$ cat src/rtl/mac_pfc_tx_ctrl_if.sv
// Byte-wide frame stream between a client, this controller and the TX MAC.
//   data  : frame byte
//   valid : byte present
//   sof   : first byte of a frame
//   eof   : last byte of a frame
//   ready : sink accepts the byte (qualified by the block's clk_en)
// master drives data/valid/sof/eof; slave drives ready.
interface mac_pfc_tx_ctrl_if;
  logic [7:0] data;
  logic       valid;
  logic       sof;
  logic       eof;
  logic       ready;

  modport master (output data, valid, sof, eof, input ready);
  modport slave  (input data, valid, sof, eof, output ready);
endinterface

$ cat src/rtl/mac_pfc_tx_ctrl.sv
// Transmit-side MAC-control generator. Builds 802.3x PAUSE (20 B) or 802.1Qbb
// PFC (34 B) frames (DA/SA/type/opcode/payload; the MAC pads and appends FCS)
// and slots them between client frames on the byte path into the TX MAC.
// Frames go out on any change of xoff_req and, while XOFF holds, every
// refresh_thresh pause quanta.
//   clk, rst        : clock, synchronous active-high reset
//   clk_en          : byte-rate enable, all state holds while low
//   station_addr    : source address, [47:40] sent first
//   pfc_mode        : 0 PAUSE, 1 PFC (captured at frame start)
//   xoff_req/quanta : per-class level request and pause time
//   refresh_thresh  : quanta between refresh frames, 0 disables refresh
//   cl_tx           : client stream in (slave)
//   mac_tx          : stream to MAC (master)
//   pause_busy      : generated frame in progress
//   pause_sent      : pulse after the last generated byte is accepted
module mac_pfc_tx_ctrl #(
  parameter int NUM_CLASSES = 8,
  parameter int PRESCALE    = 64
) (
  input  logic                       clk,
  input  logic                       rst,
  input  logic                       clk_en,
  input  logic [47:0]                station_addr,
  input  logic                       pfc_mode,
  input  logic [NUM_CLASSES-1:0]     xoff_req,
  input  logic [16*NUM_CLASSES-1:0]  quanta,
  input  logic [15:0]                refresh_thresh,
  mac_pfc_tx_ctrl_if.slave           cl_tx,
  mac_pfc_tx_ctrl_if.master          mac_tx,
  output logic                       pause_busy,
  output logic                       pause_sent
);
  localparam int PW = (PRESCALE > 1) ? $clog2(PRESCALE) : 1;

  typedef enum logic {PASS, SEND} state_t;

  // Request state frozen at SEND entry, always padded out to 8 classes.
  typedef struct packed {
    logic             mode;
    logic [7:0]       req;
    logic [7:0]       chg;
    logic [7:0][15:0] q;
  } snap_t;

  state_t                 state;
  snap_t                  snap;
  logic                   pending, in_frame;
  logic [5:0]             byte_cnt;
  logic [15:0]            timer;
  logic [PW-1:0]          presc;
  logic [NUM_CLASSES-1:0] prev_req, chg_acc;

  // Live request padded to 8 classes; change mask covers everything since
  // the last frame so an XON held behind a client frame is still enabled.
  logic [7:0]       req8, chg8;
  logic [7:0][15:0] q8;
  always_comb begin
    req8 = '0;
    chg8 = '0;
    q8   = '0;
    for (int i = 0; i < NUM_CLASSES; i++) begin
      req8[i] = xoff_req[i];
      chg8[i] = chg_acc[i] | (xoff_req[i] ^ prev_req[i]);
      q8[i]   = quanta[16*i +: 16];
    end
  end

  // Triggers. Refresh fires on the tick the timer steps from 1 to 0, so an
  // idle (zero) timer never fires by itself.
  logic presc_wrap, chg_trig, refresh_trig;
  assign presc_wrap   = (presc == PW'(PRESCALE - 1));
  assign chg_trig     = clk_en & (|(xoff_req ^ prev_req));
  assign refresh_trig = clk_en & presc_wrap & (timer == 16'd1) &
                        (|xoff_req) & (refresh_thresh != 16'd0);

  // Generated frame byte at byte_cnt, from the snapshot.
  logic [15:0][7:0] hdr;
  logic [17:0][7:0] pfc_body;
  logic [3:0][7:0]  pause_body;
  logic [7:0][15:0] tfield;
  logic [7:0]       fbyte;
  logic [5:0]       last_idx;
  always_comb begin
    hdr = {48'h0180_C200_0001, station_addr, 16'h8808,
           (snap.mode ? 16'h0101 : 16'h0001)};
    for (int i = 0; i < 8; i++) tfield[i] = snap.req[i] ? snap.q[i] : 16'h0000;
    pause_body   = {tfield[0], 16'h0000};
    pfc_body     = '0;
    pfc_body[16] = snap.req | snap.chg;
    for (int i = 0; i < 8; i++) begin
      pfc_body[15-2*i] = tfield[i][15:8];
      pfc_body[14-2*i] = tfield[i][7:0];
    end
    last_idx = snap.mode ? 6'd33 : 6'd19;
    if (byte_cnt < 6'd16)  fbyte = hdr[4'(6'd15 - byte_cnt)];
    else if (snap.mode)    fbyte = pfc_body[5'(6'd33 - byte_cnt)];
    else                   fbyte = pause_body[2'(6'd19 - byte_cnt)];
  end

  // Stream mux. While a frame is pending outside a client frame the client
  // is stalled and nothing is offered, so a pause beats a new client sof.
  logic hold_off;
  assign hold_off = pending & ~in_frame;
  always_comb begin
    if (state == SEND) begin
      mac_tx.valid = 1'b1;
      mac_tx.data  = fbyte;
      mac_tx.sof   = (byte_cnt == 6'd0);
      mac_tx.eof   = (byte_cnt == last_idx);
      cl_tx.ready  = 1'b0;
    end else begin
      mac_tx.valid = cl_tx.valid & ~hold_off;
      mac_tx.data  = cl_tx.data;
      mac_tx.sof   = cl_tx.sof;
      mac_tx.eof   = cl_tx.eof;
      cl_tx.ready  = mac_tx.ready & ~hold_off;
    end
  end

  logic cl_acc, enter, done;
  assign cl_acc = (state == PASS) & clk_en & cl_tx.valid & mac_tx.ready & ~hold_off;
  assign enter  = (state == PASS) & clk_en & pending & (~in_frame | (cl_acc & cl_tx.eof));
  assign done   = (state == SEND) & clk_en & mac_tx.ready & (byte_cnt == last_idx);

  always_ff @(posedge clk) begin
    if (rst) begin
      state      <= PASS;
      snap       <= '0;
      pending    <= 1'b0;
      in_frame   <= 1'b0;
      byte_cnt   <= '0;
      timer      <= '0;
      presc      <= '0;
      prev_req   <= '0;
      chg_acc    <= '0;
      pause_busy <= 1'b0;
      pause_sent <= 1'b0;
    end else begin
      pause_sent <= done;
      if (clk_en) begin
        prev_req <= xoff_req;
        if (enter) begin
          pending <= 1'b0;
          chg_acc <= '0;
        end else begin
          if (chg_trig | refresh_trig) pending <= 1'b1;
          chg_acc <= chg_acc | (xoff_req ^ prev_req);
        end

        // Timer restarts from a full prescale period when a frame completes.
        if (done) begin
          timer <= (snap.mode ? |snap.req : snap.req[0]) ? refresh_thresh : 16'h0000;
          presc <= '0;
        end else begin
          presc <= presc_wrap ? '0 : presc + 1'b1;
          if (presc_wrap && timer != 16'd0) timer <= timer - 16'd1;
        end

        case (state)
          PASS: begin
            if (cl_acc) in_frame <= (in_frame | cl_tx.sof) & ~cl_tx.eof;
            if (enter) begin
              state      <= SEND;
              pause_busy <= 1'b1;
              byte_cnt   <= '0;
              snap.mode  <= pfc_mode;
              snap.req   <= req8;
              snap.chg   <= chg8;
              snap.q     <= q8;
            end
          end
          SEND: begin
            if (mac_tx.ready) begin
              if (byte_cnt == last_idx) begin
                state      <= PASS;
                pause_busy <= 1'b0;
                byte_cnt   <= '0;
              end else begin
                byte_cnt <= byte_cnt + 6'd1;
              end
            end
          end
          default: state <= PASS;
        endcase
      end
    end
  end
endmodule

$ cat src/flat_wrapper.sv
// flat-port wrapper written by rule: the top's interface ports become plain ports
module mac_pfc_tx_ctrl_flat 
#(
  parameter int NUM_CLASSES = 8,
  parameter int PRESCALE    = 64
)
  (clk, rst, clk_en, station_addr, pfc_mode, xoff_req, quanta, refresh_thresh, pause_busy, pause_sent, cl_tx_data, cl_tx_valid, cl_tx_sof, cl_tx_eof, cl_tx_ready, mac_tx_data, mac_tx_valid, mac_tx_sof, mac_tx_eof, mac_tx_ready);
  mac_pfc_tx_ctrl_if cl_tx_i ();
  mac_pfc_tx_ctrl_if mac_tx_i ();
  input  logic clk;
  input  logic rst;
  input  logic clk_en;
  input  logic [47:0] station_addr;
  input  logic pfc_mode;
  input  logic [NUM_CLASSES-1:0] xoff_req;
  input  logic [16*NUM_CLASSES-1:0] quanta;
  input  logic [15:0] refresh_thresh;
  output logic pause_busy;
  output logic pause_sent;
  input wire logic [$bits(cl_tx_i.data)-1:0] cl_tx_data;
  input wire logic [$bits(cl_tx_i.valid)-1:0] cl_tx_valid;
  input wire logic [$bits(cl_tx_i.sof)-1:0] cl_tx_sof;
  input wire logic [$bits(cl_tx_i.eof)-1:0] cl_tx_eof;
  output wire logic [$bits(cl_tx_i.ready)-1:0] cl_tx_ready;
  output wire logic [$bits(mac_tx_i.data)-1:0] mac_tx_data;
  output wire logic [$bits(mac_tx_i.valid)-1:0] mac_tx_valid;
  output wire logic [$bits(mac_tx_i.sof)-1:0] mac_tx_sof;
  output wire logic [$bits(mac_tx_i.eof)-1:0] mac_tx_eof;
  input wire logic [$bits(mac_tx_i.ready)-1:0] mac_tx_ready;
  assign cl_tx_i.data = cl_tx_data;
  assign cl_tx_i.valid = cl_tx_valid;
  assign cl_tx_i.sof = cl_tx_sof;
  assign cl_tx_i.eof = cl_tx_eof;
  assign cl_tx_ready = cl_tx_i.ready;
  assign mac_tx_data = mac_tx_i.data;
  assign mac_tx_valid = mac_tx_i.valid;
  assign mac_tx_sof = mac_tx_i.sof;
  assign mac_tx_eof = mac_tx_i.eof;
  assign mac_tx_i.ready = mac_tx_ready;
  mac_pfc_tx_ctrl #(.NUM_CLASSES(NUM_CLASSES), .PRESCALE(PRESCALE)) u_core (.clk(clk), .rst(rst), .clk_en(clk_en), .station_addr(station_addr), .pfc_mode(pfc_mode), .xoff_req(xoff_req), .quanta(quanta), .refresh_thresh(refresh_thresh), .cl_tx(cl_tx_i), .mac_tx(mac_tx_i), .pause_busy(pause_busy), .pause_sent(pause_sent));
endmodule
$ cat config.mk
export PLATFORM = sky130hd
export DESIGN_NAME = mac_pfc_tx_ctrl_flat
export DESIGN_NICKNAME = d
export VERILOG_FILES = /design/src/rtl/mac_pfc_tx_ctrl_if.sv /design/src/rtl/mac_pfc_tx_ctrl.sv /design/src/flat_wrapper.sv
export SDC_FILE = /design/constraint.sdc
export NUM_CORES = 1
export LEC_CHECK = 0
export CORE_MARGIN = 4
export CORE_UTILIZATION = 45
export DETAILED_ROUTE_END_ITERATION = 10
export PLACE_DENSITY = 0.77
export SETUP_SLACK_MARGIN = 0.2
export SYNTH_ARGS = -nofsm -noshare
export SYNTH_HDL_FRONTEND = slang
export SYNTH_SLANG_ARGS = --single-unit
$ cat constraint.sdc
create_clock -name clk -period 2.8 [get_ports clk]
set_input_delay 0.56 -clock clk [delete_from_list [all_inputs] [get_ports clk]]
set_output_delay 0.56 -clock clk [all_outputs]
set_load 0.01 [all_outputs]
==> results of run 1 <==
-- kinds of logic (layout without fill, tap and decap cells) --
kind of cell,count (synthesis),after routing,synth area share
simple gates,475,475,0.217
compound gates,322,322,0.199
flops,194,194,0.403
buf+inv,103,415,0.0464
mux,89,89,0.102
xor+xnor,22,22,0.0200
fa+ha+maj,9,9,0.0117
-- state kept, by name, indices dropped and copies added, names as in the netlist --
| signal | flops |
|---|---|
| u_core.pause_busy | 1 |
| u_core.byte_cnt | 6 |
| u_core.timer | 16 |
| u_core.presc | 6 |
| u_core.pending | 1 |
| u_core.in_frame | 1 |
| u_core.snap | 145 |
| u_core.prev_req | 8 |
| u_core.pause_sent | 1 |
| u_core.state | 1 |
| u_core.chg_acc | 8 |
-- synthesized netlist by cell type, types with 7 or more instances --
library cell	instances
nand2_1	318
nor4_1	13
o22ai_1	43
o21ai_1	7
ha_1	9
nor2_1	45
mux2i_1	79
xor2_1	10
nand3_1	15
buf_2	24
nand2b_1	8
o21ai_0	27
a21oi_1	172
nor2b_1	7
inv_1	15
clkbuf_1	58
a22oi_1	7
mux4_2	7
nand4_1	10
xnor2_1	12
nor3_1	17
dfxtp_1	194
-- final cells by class --
cell class / count / area [µm²] / area share
multi-input combinational: 917 / 5700 / 0.403
clock buffer: 18 / 429 / 0.0303
inverter: 15 / 58.8 / 0.00415
clock inverter: 14 / 139 / 0.00981
sequential: 194 / 3890 / 0.275
timing repair buffer: 368 / 3580 / 0.253
tap: 275 / 344 / 0.0243
-- cells in the final DEF, fill, tap and decap left out, drive strengths merged, types with 8 or more instances in the layout --
| master | n |
|---|---|
| o21ai | 34 |
| nor4 | 17 |
| o22ai | 43 |
| buf | 147 |
| clkdlybuf4s50 | 218 |
| nand2b | 8 |
| xor2 | 10 |
| nor2 | 45 |
| nand4 | 10 |
| nand3 | 15 |
| nand2 | 320 |
| dfxtp | 194 |
| xnor2 | 12 |
| ha | 9 |
| a21oi | 172 |
| nor3 | 17 |
| inv | 24 |
| clkbuf | 21 |
| mux2i | 79 |
-- routing by layer --
layer	track usage	part of all wire	up-vias
met3	0.0590	0.079	70
met2	0.429	0.47	475
met5	0	0	-
li1	-	-	4891
met4	0.0807	0.029	0
met1	0.357	0.42	4852
-- worst max-delay path by stage --
stage	end	cells after the start	slack [ps]
after floorplan	mac_tx_data[0]	9	-150
after global placement	mac_tx_data[0]	8	-460
after detailed placement	mac_tx_data[0]	8	-440
after CTS	mac_tx_data[0]	8	-380
after global routing	mac_tx_data[0]	8	-460
final	mac_tx_data[0]	8	-360
-- power by group through the flow --
stage	combinational (mW)	sequential [mW]	clock (mW)
after detailed placement	1.04	3.03	0
after floorplan	0.472	3.01	0
after global placement	1.03	3.03	0
after global routing	1.20	3.00	2.51
after CTS	1.06	2.97	2.40
final	1.11	2.98	2.39
-- timing repair --
| item | 4_1_cts | 5_1_grt |
|---|---|---|
| gates cloned | 2 | 3 |
| endpoints found under the setup margin | 10 | 10 |
| setup buffers | 3 | 17 |
| gates resized for setup | 85 | 48 |
| pin swaps | 8 | 17 |
-- stage by stage --
step	instance area (µm²)	setup TNS, ps	cells
floorplan	9710	-172	1214
global placement	12900	-2520	1744
detailed placement	12900	-2610	1744
CTS	13700	-1880	1781
global route	14200	-2660	1801
finish	14200	-2160	1801
==> impl_metrics.py, run 1 <==
metrics = {
    "status": {
        "outcome": "complete, but fails checks",
        "violations": "negative setup slack",
    },
    "critical_path": {
        "max_stage_delay_ps": 420,
        "cp-start-kind": "flop",
        "cp.arrival_ps": 2600,
        "cp_cell_sequence": "buf_4 -> buf_8 -> nand2b_1 -> o22ai_1 -> o22ai_1 -> or3_1 -> a2111oi_4 -> buf_2",
        "cp_common_cell": "o22ai_1",
        "reg2regPathDepth": 11,
        "slowest_stage": "or3_1",
        "cp-end-kind": "output pin",
        "crit_type": "flop to output pin",
        "cp.required_ps": 2240,
        "critPathMaxFanout": 8,
        "crit_start": "u_core.byte_cnt[1]",
        "cp_top_family": "compound AO/OA/AOI/OAI gates",
        "reg2reg_slack_ps": 410,
        "path_buf_inv": 3,
        "rr_startpoint": "u_core.byte_cnt[0]",
        "r2r-end": "u_core.timer[6]",
    },
    "global_route": {
        "grt_pass1_wl_um": 51200,
        "overflow": 0,
        "grt_usage": 0.266,
        "grt_pass1_vias": 9687,
        "grt_max_degree": 93,
        "antenna_found_initial": 0,
    },
    "finish": {
        "post-route-util": 0.673,
        "drive_gt1_frac": 0.173,
        "antennaDiodeCount": 0,
        "layout.nets": 1738,
        "fillers": 1632,
        "syn_to_final_growth_pct": 46.9,
    },
    "hold_path": {
        "holdPathEnd": "u_core.timer[14]",
        "hp-start": "rst",
        "min_delay_path_depth": 2,
        "hp-class": "input port to flop",
    },
    "synthesis": {
        "synth_area_per_cell_um2": 7.93,
        "syn_inst": 1214,
        "seq_area_frac_synth": 0.403,
        "ys_ff_latch": 194,
        "yosysWarnings": 0,
        "yosys.cell_types.count": 65,
        "synth_flop_cell": "dfxtp_1",
        "synth_top_cell_by_area": "dfxtp_1",
        "yosysTopAreaCellShare": 0.403,
        "synth_edf_count": 0,
        "syn_nets": 1439,
        "synthTopCellsByArea": "dfxtp_1, nand2_1, a21oi_1",
        "synth_area_um2": 9630,
        "async_reset_ff_frac": 0,
    },
    "die": {
        "ios": 230,
        "die-area_um2": 23800,
        "start_util": 0.458,
        "die_y_um": 154,
        "coreArea_um2": 21000,
        "die-width_um": 154,
        "num_rows": 53,
    },
    "pwr": {
        "comb_power_share": 0.171,
        "power.density_nw_per_um2": 458,
        "p_int_mw": 4.67,
        "total_power_mw": 6.48,
        "p_switching_mw": 1.81,
        "leakagePower_nw": 5.00,
        "seq_power_share": 0.460,
        "vdd_drop_max_mv": 0.394,
        "clkPwrFrac": 0.368,
        "sw_frac_of_total": 0.280,
    },
    "cts": {
        "htree_levels": 4,
        "cts_tree": "built",
        "cts.clk_slew.worst_paths_ps": 70,
        "root_buffer": "clkbuf_16",
        "clk_latency_ps": 440,
        "cts_buffer_depth": 2,
        "clock_sinks": 194,
        "numCtsBuffers": 17,
        "cts_hold_buf": 0,
    },
    "sta": {
        "fmax_mhz": 316,
        "hold_ws_ps": 400,
        "rsz0062_at_grt": "true",
        "finalWorstSetupSlack_ps": -362,
        "slew_violations": 0,
        "period_needed_ps": 3160,
        "setup_viol": 8,
        "tightest_slew_ps": 870,
        "post-route-period-util": 1.13,
        "hold_violations": 0,
        "max_slew_margin": 0.420,
        "fin_skew_ps": 9.53,
    },
    "place": {
        "port_buffers": 229,
        "dp_hpwl_um": 23900,
        "place_congestion": 0.930,
        "pre_cts_ws_ps": -443,
    },
    "drt": {
        "totalWireLength_um": 33800,
        "via_per_inst": 5.71,
        "drc": 0,
        "num_vias": 10300,
        "detail_route.wl_per_cell_um": 18.8,
        "first_pass_iters": 5,
        "dr.first_iter.drc_count": 896,
        "postRouteAntennaNets": 0,
    },
    "run": {
        "max_cap_viol_count": 0,
    },
}
Power figures use the tool's default switching activity.
==> run 2: changes to the inputs <==
--- a/config.mk
+++ b/config.mk
@@ -5,11 +5,12 @@
 export SDC_FILE = /design/constraint.sdc
 export NUM_CORES = 1
 export LEC_CHECK = 0
-export CORE_MARGIN = 4
+export CORE_MARGIN = 10
 export CORE_UTILIZATION = 45
 export DETAILED_ROUTE_END_ITERATION = 10
 export PLACE_DENSITY = 0.77
 export SETUP_SLACK_MARGIN = 0.2
+export SLEW_MARGIN = 10
 export SYNTH_ARGS = -nofsm -noshare
 export SYNTH_HDL_FRONTEND = slang
 export SYNTH_SLANG_ARGS = --single-unit
==> impl_metrics.py, run 2 (synthesis gave the netlist of run 1 again) <==
metrics = {
    "pwr": {
        "total_power_mw": 6.42,
        "power.density_nw_per_um2": 466,
        "leakagePower_nw": 4.81,
        "vdd_drop_max_mv": 0.360,
    },
    "place": {
        "port_buffers": 229,
        "pre_cts_ws_ps": -478,
        "place_congestion": 0.923,
        "placed_area_um2": 12800,
        "dp_hpwl_um": 24900,
    },
    "global_route": {
        "grt_max_degree": 147,
        "grt_pass1_wl_um": 52700,
        "grt_pass1_vias": 9659,
        "antenna_found_initial": 0,
        "grt_usage": 0.232,
        "overflow": 0,
    },
    "drt": {
        "dr.first_iter.drc_count": 844,
        "postRouteAntennaNets": 0,
        "detail_route.wl_per_cell_um": 19.2,
        "via_per_inst": 5.59,
        "first_pass_iters": 5,
        "drc": 0,
        "num_vias": 9908,
        "totalWireLength_um": 33900,
    },
    "cts": {
        "cts_buffer_depth": 2,
        "clk_latency_ps": 440,
        "cts_tree": "built",
        "cts.clk_slew.worst_paths_ps": 80,
        "htree_levels": 4,
        "clock_sinks": 194,
        "numCtsBuffers": 17,
        "root_buffer": "clkbuf_16",
    },
    "finish": {
        "fillers": 1746,
        "register_area_um2": 3890,
        "antennaDiodeCount": 0,
        "final_cell_mix": "nand2_1, clkdlybuf4s50_1, dfxtp_1",
        "syn_to_final_growth_pct": 43.1,
        "largest_reg_flops": 145,
        "multiInputGateArea_um2": 5620,
        "final_common_cell": "nand2_1",
        "design_area_um2": 13800,
        "regMostFlops": "u_core.snap",
        "drive_gt1_frac": 0.150,
        "layout.nets": 1709,
        "largestRegisters": "u_core.snap x145, u_core.timer x16",
    },
    "die": {
        "num_rows": 53,
        "die-area_um2": 27700,
        "die_y_um": 166,
        "coreArea_um2": 21000,
        "die-width_um": 166,
        "start_util": 0.458,
        "ios": 230,
    },
    "sta": {
        "post-route-period-util": 1.14,
        "slew_violations": 0,
        "fin_setup_tns_ps": -2180,
        "max_slew_margin": 0.550,
        "tightest_slew_ps": 668,
        "setup_viol": 8,
        "finalWorstSetupSlack_ps": -393,
        "fin_skew_ps": 9.19,
        "hold_violations": 0,
        "period_needed_ps": 3190,
        "fmax_mhz": 313,
        "rsz0062_at_grt": "true",
        "hold_ws_ps": 392,
    },
    "critical_path": {
        "max_stage_delay_ps": 370,
        "cp.required_ps": 2240,
        "crit_type": "flop to output pin",
        "cp-end-kind": "output pin",
        "critPathMaxFanout": 2,
        "cp.arrival_ps": 2630,
        "slowest_stage": "dfxtp_4",
        "cp-start-kind": "flop",
        "cp_cell_sequence": "inv_4 -> ha_4 -> or3b_4 -> nor4_4 -> nand2_2 -> o221a_1 -> a2111oi_4 -> buf_2",
    },
    "hold_path": {
        "hp-class": "input port to flop",
    },
    "status": {
        "violations": "negative setup slack",
        "outcome": "complete, but fails checks",
    },
    "run": {
        "max_cap_viol_count": 0,
    },
}
[run 2: repair_timing]
| item | 4_1_cts | 5_1_grt |
|---|---|---|
| buffers inserted | 7 | 1 |
| hold buffers | 0 | 0 |
| cloned | 1 | 1 |
| endpoints found under the setup margin | 10 | 9 |
| pin swaps | 13 | 12 |
| resized for setup | 91 | 17 |
[run 2: final timing paths]
kind | startpoint | endpoint | slack (ps) | depth (start not counted)
setup / recovery | u_core.byte_cnt[1] | mac_tx_data[0] | -390 | 8
hold / removal | rst | u_core.timer[14] | 390 | 2
hold reg to reg | u_core.snap[108] | u_core.snap[108] | 450 | 2
setup reg to reg | u_core.byte_cnt[0] | u_core.timer[8] | 390 | 9
[run 2: layout make-up]
| cell class | instances | area share |
|---|---|---|
| multi-input combinational | 917 | 0.408 |
| inverter | 15 | 0.00454 |
| tap | 275 | 0.0250 |
| sequential | 194 | 0.282 |
| clock buffer | 17 | 0.0309 |
| clock inverter | 14 | 0.0102 |
| timing repair buffer | 339 | 0.239 |
[run 2: worst max-delay path, delay by kind of cell, from the launching register on]
family | cells | cell delay, ps
and+or+nand+nor | 3 | 710
AOI/OAI and AO/OA | 2 | 660
DFF | 1 | 370
buffers and inverters | 2 | 250
adders and majority gates | 1 | 200
[run 2: routing by layer]
metal / global-route usage / up-vias / share of wire
met2: 0.380 / 343 / 0.48
met3: 0.0435 / 45 / 0.063
met4: 0.0695 / 0 / 0.021
met1: 0.303 / 4691 / 0.44
met5: 0 / - / 0
li1: - / 4829 / -
[run 2: report_power, final]
group | switching (mW) | total (mW) | leakage [nW] | internal, mW
clock network | 1.19 | 2.38 | 0.273 | 1.18
logic | 0.510 | 1.07 | 2.96 | 0.560
registers | 0.0837 | 2.98 | 1.58 | 2.89
total | 1.79 | 6.42 | 4.81 | 4.64
[run 2: per-stage QoR]
| step | util | instances |
|---|---|---|
| 2_1_floorplan | - | 1214 |
| 5_1_grt | 0.656 | 1771 |
| 3_5_place_dp | 0.609 | 1730 |
| 3_3_place_gp | 0.609 | 1730 |
| 6_report | 0.656 | 1771 |
| 4_1_cts | 0.649 | 1769 |
